`config.mk`:
```
export PLATFORM = sky130hd
export DESIGN_NAME = icache_direct
export DESIGN_NICKNAME = d
export VERILOG_FILES = /design/src/rtl/icache_pkg.sv /design/src/rtl/icache_line_array.sv /design/src/rtl/icache_direct.sv
export SDC_FILE = /design/constraint.sdc
export NUM_CORES = 1
export LEC_CHECK = 0
export ABC_AREA = 1
export CAP_MARGIN = 25
export CORE_MARGIN = 3
export CORE_UTILIZATION = 40
export CTS_CLUSTER_SIZE = 28
export DETAILED_ROUTE_END_ITERATION = 7
export GPL_ROUTABILITY_DRIVEN = 0
export REMOVE_ABC_BUFFERS = 1
export SYNTH_ARGS = -nofsm -noshare
export SYNTH_HDL_FRONTEND = slang
export SYNTH_SLANG_ARGS = --single-unit
```
`constraint.sdc`:
```
create_clock -name CLK -period 10.9 [get_ports CLK]
set_input_delay 3.27 -clock CLK [delete_from_list [all_inputs] [get_ports CLK]]
set_output_delay 3.27 -clock CLK [all_outputs]
set_load 0.01 [all_outputs]
```
`src/rtl/icache_pkg.sv`:
```
// icache_pkg: shared FSM encoding and block geometry for the direct-mapped instruction cache.
package icache_pkg;
    localparam logic [1:0] IDLE     = 2'd0;
    localparam logic [1:0] MEM_READ = 2'd1;
    localparam logic [1:0] UPDATE   = 2'd2;
    localparam int BLOCK_BYTES      = 16;
    localparam int WORDS_PER_BLOCK  = 4;
    localparam int OFFSET_W         = 4;
endpackage

```
`src/rtl/icache_line_array.sv`:
```
// icache_line_array: valid/tag/data storage with combinational read and synchronous write.
module icache_line_array
    import icache_pkg::*;
#(
    parameter int NUM_LINES = 8,
    parameter int IW        = 3,
    parameter int TAG_W     = 3
) (
    input  logic                     clk,
    input  logic                     rst_n,
    input  logic [IW-1:0]            rd_index,
    output logic                     rd_valid,
    output logic [TAG_W-1:0]         rd_tag,
    output logic [BLOCK_BYTES*8-1:0] rd_data,
    input  logic                     wr_en,
    input  logic [IW-1:0]            wr_index,
    input  logic [TAG_W-1:0]         wr_tag,
    input  logic [BLOCK_BYTES*8-1:0] wr_data
);
    logic [NUM_LINES-1:0]     valid;
    logic [TAG_W-1:0]         tags [NUM_LINES];
    logic [BLOCK_BYTES*8-1:0] data [NUM_LINES];

    assign rd_valid = valid[rd_index];
    assign rd_tag   = tags[rd_index];
    assign rd_data  = data[rd_index];

    always_ff @(posedge clk or negedge rst_n) begin
        if (!rst_n)
            valid <= '0;
        else if (wr_en)
            valid[wr_index] <= 1'b1;
    end

    // Tag and data need no reset: they are only trusted behind a set valid bit.
    always_ff @(posedge clk) begin
        if (wr_en) begin
            tags[wr_index] <= wr_tag;
            data[wr_index] <= wr_data;
        end
    end
endmodule

```
`src/rtl/icache_direct.sv`:
```
// icache_direct: direct-mapped read-only instruction cache with a 16-byte block refill FSM.
// Define ICACHE_PERF_EN to add saturating hit_count/miss_count outputs.
module icache_direct
    import icache_pkg::*;
#(
    parameter int NUM_LINES = 8,
    parameter int ADDR_W    = 10
) (
    input  logic                       CLK,
    input  logic                       RESET,
    input  logic [31:0]                PC,
    output logic [31:0]                INSTRUCTION,
    output logic                       BUSYWAIT,
    output logic                       mem_read,
    output logic [ADDR_W-OFFSET_W-1:0] mem_address,
    input  logic [127:0]               mem_readdata,
    input  logic                       mem_busywait
`ifdef ICACHE_PERF_EN
    ,
    output logic [15:0]                hit_count,
    output logic [15:0]                miss_count
`endif
);
    localparam int IW    = $clog2(NUM_LINES);
    localparam int BW    = ADDR_W - OFFSET_W;
    localparam int TAG_W = BW - IW;

    logic [1:0]       state;
    logic [BW-1:0]    blk_q;
    logic [127:0]     fill_q;
    logic [31:0]      instr_q;
    logic             rd_valid;
    logic [TAG_W-1:0] rd_tag;
    logic [127:0]     rd_data;
    logic [BW-1:0]    pc_blk;
    logic [31:0]      word;
    logic             hit;
    logic             idle_hit;
    logic             unused_pc;

    assign pc_blk    = PC[ADDR_W-1:OFFSET_W];
    assign unused_pc = ^{PC[31:ADDR_W], PC[1:0]};
    assign word      = rd_data[{PC[3:2], 5'd0} +: 32];
    assign hit       = rd_valid && rd_tag == pc_blk[BW-1:IW];
    assign idle_hit  = state == IDLE && hit;

    assign BUSYWAIT    = !idle_hit;
    assign INSTRUCTION = idle_hit ? word : instr_q;
    assign mem_read    = state == MEM_READ;
    assign mem_address = blk_q;

    icache_line_array #(.NUM_LINES(NUM_LINES), .IW(IW), .TAG_W(TAG_W)) u_lines (
        .clk      (CLK),
        .rst_n    (RESET),
        .rd_index (pc_blk[IW-1:0]),
        .rd_valid (rd_valid),
        .rd_tag   (rd_tag),
        .rd_data  (rd_data),
        .wr_en    (state == UPDATE),
        .wr_index (blk_q[IW-1:0]),
        .wr_tag   (blk_q[BW-1:IW]),
        .wr_data  (fill_q)
    );

    always_ff @(posedge CLK or negedge RESET) begin
        if (!RESET) begin
            state   <= IDLE;
            blk_q   <= '0;
            instr_q <= '0;
        end else begin
            if (idle_hit)
                instr_q <= word;
            if (state == IDLE && !hit)
                blk_q <= pc_blk;
            state <= state == IDLE     ? (hit ? IDLE : MEM_READ) :
                     state == MEM_READ ? (mem_busywait ? MEM_READ : UPDATE) : IDLE;
        end
    end

    // A reset mid-refill leaves the FSM in IDLE, so stale fill data is never written.
    always_ff @(posedge CLK) begin
        if (mem_read && !mem_busywait)
            fill_q <= mem_readdata;
    end

`ifdef ICACHE_PERF_EN
    logic        first_q;
    logic [31:0] last_pc;

    // last_pc also tracks missing PCs so the post-refill hit is not counted twice.
    always_ff @(posedge CLK or negedge RESET) begin
        if (!RESET) begin
            hit_count  <= '0;
            miss_count <= '0;
            first_q    <= 1'b1;
            last_pc    <= '0;
        end else if (state == IDLE) begin
            first_q <= 1'b0;
            last_pc <= PC;
            if (hit && (first_q || PC != last_pc) && hit_count != 16'hFFFF)
                hit_count <= hit_count + 16'd1;
            if (!hit && miss_count != 16'hFFFF)
                miss_count <= miss_count + 16'd1;
        end
    end
`endif
endmodule

```
==> metrics.yaml, run 1 <==
antenna_left: 0
cts.htree.levels: 3
post_cts_buffers: 0
cts_buffers: 119
crit_arrival_ns: 6.42
required_ns: 7.63
post-route-worst-setup-slack_ns: 1.205
post-route-drc-count: 0
ys_top_cells_by_area: "edfxtp_1 72%, nand2_1 13%, nand3_1 5.5%, dfrtp_1 2.4%, nor2_1 2.1%"
rsz0062_at_grt: "false"
insertion_delay_ns: 0.70
vdd_drop_max_uv: 138.6
first_pass_iters: 8
die-area_mm2: 0.1272
ioPinCount: 203
overflow: 0
multi_input_area_mm2: 0.01070
holdWs_ns: 0.4658
worstMarginPinSlew_ns: 1.042
final_cell_mix: "1643 x nand2_1, 1176 x edfxtp_1, 544 x nand3_1"
die_x_um: 356.7
synth_cell_type_count: 19
status: "complete, no violations"
finalMaxSlewViolations: 0
fillCellCount: 10710
worst_setup_path_start_kind: "primary input"
numPortBuffers: 178
cts_tree: "yes"
cp-end-kind: "output port"
hold_violations: 0
grt_antenna_before_repair: 4
cts_hold_buf: 0
clk_pin_slew_ns: 0.06
synth_top_cell_by_area: "edfxtp_1"
std_cell_rows: 128
clock_sinks: 1224
fin_util: 0.4617
fin_area_mm2: 0.05627
criticalPathCategory: "in2out"
syn_area_mm2: 0.04920
synth.ff_latch_count: 1224
place_hpwl_mm: 55.60
fin_skew_ns: 0.03191
regArea_mm2: 0.03652
relSlewSlack: 0.3052
dpl.cell_count: 5896
synth.top_cell.area_share: 0.7178
hp-class: "reg2reg"
cap_violations: 0
clk_path_buf_depth: 3
r2r_setup_slack_ns: 7.92
period_share: 0.8894
drtIter0Drc: 2593
final_cells: 6118
grt_use_total: 0.1848
root_buffer: "clkbuf_16"
core_mm2: 0.1219
finalNetCount: 4555
grt_pass1_vias: 28960
drive_gt1_frac: 0.05521
routedWlPerCell_um: 19.44
die_height_um: 356.7
syn_inst: 4284
fin_crit_ns: 9.695
max_freq_mhz: 103.1
layout_commonest_cell: "nand2_1"
vias: 30390
syn2layout_area_growth_pct: 14.38
placed_area_mm2: 0.05247
p_per_area_mw_per_mm2: 197.1
pre_cts_ws_ns: 1.232
ys_warn_count: 0
initial_core_util: 0.4037
setup_viol: 0
ys_seq_area_frac: 0.7422
grt_pass1_wl_mm: 177.9
wl_mm: 118.9
path_max_fanout: 156
syn_avg_cell_area_um2: 11.48
grt_start_max_net_pins: 163
p_leak_nw: 21.56
cts_resized: 0
vias_per_cell: 4.967
metal layers:
| layer | GRT usage | up-vias | routed length, um |
|---|---|---|---|
| met5 | 0 | - | 0 |
| met4 | 0.05594 | 0 | 3031 |
| met3 | 0.02985 | 179 | 7989 |
| met2 | 0.3026 | 902 | 56130 |
| met1 | 0.2545 | 14680 | 51790 |
| li1 | - | 14630 | - |
area by class of cell:
cell class	instances	area share
inverters	228	0.01574
clock buffers	150	0.05607
multi-input cells	2598	0.1902
flip-flops and latches	1224	0.6489
well taps	1625	0.03613
clock inverters	71	0.01145
diodes	1	0.00004447
repair buffers	221	0.04149
worst paths after layout:
kind / start / end / cells past startpoint
worst max-delay path: PC[4] / INSTRUCTION[10] / 14
worst min-delay path: instr_q[30] / instr_q[30] / 2
worst max register to register: state[1] / u_lines.data[1][33] / 6
worst min register to register: instr_q[30] / instr_q[30] / 2
max in group asynchronous: RESET / instr_q[30] / 2
min in group asynchronous: RESET / instr_q[21] / 1
sequential cells by signal (all words and copies together) (netlist names):
signal and cells:
u_lines.data 1024, state 2, fill_q 128, u_lines.tags 24, u_lines.valid 8, instr_q 32, mem_address 6
critical path: stages:
cell and delay (ns):
buf_8 0.18, inv_16 0.46, buf_4 0.59, nand2_1 0.10, nand2_1 0.08, nand2_1 0.06, nand3_1 0.12, nand3_1 0.08
nand2_1 0.09, nand2_1 0.06, nand2_1 0.18, nand3_1 0.15, nand2_1 0.17, clkdlybuf4s50_1 0.55
synth_stat cells (all sizes together):
cell type  number
nand3         544
nor2          272
nand2        1644
dfrtp          48
inv           228
edfxtp       1176
nor3            2
o21ai         128
clkbuf         65
buf           169
or2             8
kinds of logic after synthesis:
logic type             count (synthesis)  synth area share
buffers and inverters                462           0.04176
AND/OR/NAND/NOR                     2470            0.2030
AO/OA/AOI/OAI                        128           0.01302
flip-flops                          1224            0.7422
metrics by stage:
step / total power [W] / setup TNS (ns)
CTS: 0.01121 / 0
finish: 0.01109 / 0
global route: 0.01155 / 0
floorplan: 0.006600 / -243.01
global placement: 0.007176 / 0
detailed placement: 0.007203 / 0
report_power, final:
part | leakage, nW | total, W | internal (W) | switching (W)
logic | 8.45 | 0.00113 | 0.000358 | 0.000768
registers | 11.2 | 0.00596 | 0.00572 | 0.000235
clock network | 1.87 | 0.00401 | 0.00230 | 0.00171
No activity file was read; power rests on OpenSTA's default activity.
==> inputs of run 2 (changes only) <==
--- a/config.mk
+++ b/config.mk
@@ -8,11 +8,10 @@
 export ABC_AREA = 1
 export CAP_MARGIN = 25
 export CORE_MARGIN = 3
-export CORE_UTILIZATION = 40
+export CORE_UTILIZATION = 35
 export CTS_CLUSTER_SIZE = 28
 export DETAILED_ROUTE_END_ITERATION = 7
 export GPL_ROUTABILITY_DRIVEN = 0
-export REMOVE_ABC_BUFFERS = 1
 export SYNTH_ARGS = -nofsm -noshare
 export SYNTH_HDL_FRONTEND = slang
 export SYNTH_SLANG_ARGS = --single-unit
==> run 2 against run 1 <==
Effect of this change: wire length grew 9.1%; largest cell class unchanged; first-iteration DRC count increased by 14%; critical path depth decreased by 1; count of clock-buffer cells in the layout fell by 3; design area grew 0.80%; combinational power is essentially flat; clock power is essentially flat; total power is 0.49% higher.
==> metrics.yaml, run 2 (same netlist as run 1, synthesis figures left out) <==
status: "complete, no violations"
syn2layout_area_growth_pct: 15.30
cp_slowest_cell: "clkdlybuf4s50_1"
worstMarginPinSlew_ns: 1.086  # +0.04400 ns
crit_start: "PC[4]"
clock_sinks: 1224  # unchanged
final_cell_mix: "1643 x nand2_1, 1176 x edfxtp_1, 544 x nand3_1"
p_per_area_mw_per_mm2: 196.5  # -0.32%
regMostFlops: "u_lines.data"
cap_violations: 0  # unchanged
die_height_um: 380.9  # +6.8%
fillCellCount: 12910  # +21%
vias_per_cell: 4.870  # -2.0%
period_share: 0.8931  # +0.003630
wl_met2_mm: 56.64  # +0.90%
rsz0062_at_grt: "false"
fin_crit_ns: 9.734  # +0.03957 ns
grt_start_max_net_pins: 150  # -8.0%
fin_setup_tns_ns: 0  # unchanged
crit_arrival_ns: 6.46  # +0.04 ns
finalMaxSlewViolations: 0  # unchanged
met3WireLength_mm: 10.16  # +27%
path_max_fanout: 71  # -54%
wl_mm: 129.8  # +9.1%
total_power_w: 0.01114  # +0.49%
cts_resized: 0  # unchanged
p_leak_nw: 21.63  # +0.29%
cts_buffers: 119  # unchanged
max_freq_mhz: 102.7  # -0.41%
hp-class: "reg2reg"
hold_violations: 0  # unchanged
r2r_start: "state[1]"
ioPinCount: 203  # unchanged
fin_skew_ns: 0.03924  # +0.007334 ns
drtIter0Drc: 2965  # +14%
route.layer.met1.wl_mm: 59.34  # +15%
first_pass_iters: 5  # -3
reg_top3: "u_lines.data x1024, fill_q x128, instr_q x32"
clk_pin_slew_ns: 0.07  # about the same
cp_slowest_stage_delay_ns: 0.55  # -0.04 ns
finalNetCount: 4568  # +0.29%
grt_use_total: 0.1755  # -0.009271
worst_setup_path_start_kind: "primary input"
routedWlPerCell_um: 20.35  # +4.7%
multi_input_area_mm2: 0.01071  # about the same
layout_commonest_cell: "nand2_1"
post_cts_buffers: 0  # unchanged
relSlewSlack: 0.2758  # -0.02934
final_cells: 6375  # +4.2%
post-route-drc-count: 0  # unchanged
required_ns: 7.63  # about the same
cp-end-kind: "output port"
insertion_delay_ns: 0.74  # +0.04 ns
grt_antenna_before_repair: 18  # +14
antenna_left: 0  # unchanged
cts_hold_buf: 0  # unchanged
regArea_mm2: 0.03652  # unchanged
die-area_mm2: 0.1451  # +14%
cts_tree: "yes"
grt_pass1_vias: 28920  # -0.17%
vdd_drop_max_uv: 133.1  # -4.0%
crit_path_cell_trace: "buf_8 -> buf_4 -> nor2_1 -> nor2_1 -> o21ai_0 -> nand3_1 -> nand3_1 -> nand2_1 -> nand2_1 -> nand2_1 -> nand3_1 -> nand2_1 -> clkdlybuf4s50_1"
core_mm2: 0.1385  # +14%
clk_path_buf_depth: 3  # unchanged
setup_viol: 0  # unchanged
syn_nets: 4447
largest_reg_flops: 1024  # unchanged
criticalPathCategory: "in2out"
crit_top_cell: "nand2_1"
grt_pass1_wl_mm: 190.8  # +7.3%
root_buffer: "clkbuf_16"
overflow: 0  # unchanged
die_x_um: 380.9  # +6.8%
holdCritStartpoint: "u_lines.valid[2]"
numPortBuffers: 178  # unchanged
initial_core_util: 0.3552  # -0.04848
cts.htree.levels: 3  # unchanged
top_layer: "met5"
drive_gt1_frac: 0.05659  # +0.001382
dpl.cell_count: 6147  # +4.3%
place_hpwl_mm: 69.09  # +24%
vias: 31050  # +2.2%
std_cell_rows: 136  # +6.3%
## run 2: cell count changes in the layout (fill, tap and decap cells not counted), sizes merged
cell	change
clkinvlp	+1
diode	+5
inv	+3
clkinv	+2
clkdlybuf4s50	+1
clkbuf	-3
bufinv	-2
buf	+12
## run 2: worst max-delay path, delay by kind of cell
family / cells / cell delay, ns
AOI/OAI and AO/OA: 1 / 0.11
buffers and inverters: 3 / 1.46
and+or+nand+nor: 9 / 1.48
## run 2: where the power goes
part / switching (W) / leakage (nW) / total [W] / internal, W
combinational: 0.000803 / 8.53 / 0.00116 / 0.000361
clock: 0.00177 / 1.85 / 0.00401 / 0.00225
sequential: 0.000244 / 11.2 / 0.00597 / 0.00572
## run 2: worst paths after layout
check / slack (ns) / depth (start not counted) / end
min in group asynchronous: 2.64 / 2 / mem_address[3]
max in group asynchronous: 7.80 / 2 / u_lines.valid[3]
min: 0.47 / 1 / u_lines.valid[2]
max: 1.17 / 13 / INSTRUCTION[15]
max reg2reg: 7.12 / 7 / u_lines.data[6][7]
min reg2reg: 0.47 / 1 / u_lines.valid[2]
## run 2: stage by stage
stage | setup slack, ns | cell area (um^2) | hold WS [ns] | util
after floorplan | 2.225 | 49200 | 0.4394 | -
after global placement | 1.109 | 52890 | 0.4515 | 0.3818
after detailed placement | 1.120 | 52910 | 0.4517 | 0.3820
after CTS | 1.117 | 56710 | 0.4673 | 0.4094
after global routing | 0.7649 | 56710 | 0.4829 | 0.4094
final | 1.166 | 56730 | 0.4675 | 0.4095
## run 2: layout make-up
type,instances,area share
sequential,1224,0.6437
multi-input combinational,2598,0.1888
clock buffer,147,0.05490
timing repair buffer,234,0.04356
tap,1863,0.04109
inverter,228,0.01555
clock inverter,75,0.01215
antenna,6,0.0002647
## run 2: routing by layer
| metal | GRT usage | vias up |
|---|---|---|
| li1 | - | 14680 |
| met1 | 0.2582 | 15170 |
| met2 | 0.2609 | 995 |
| met3 | 0.03440 | 193 |
| met4 | 0.05691 | 12 |
| met5 | 0 | - |
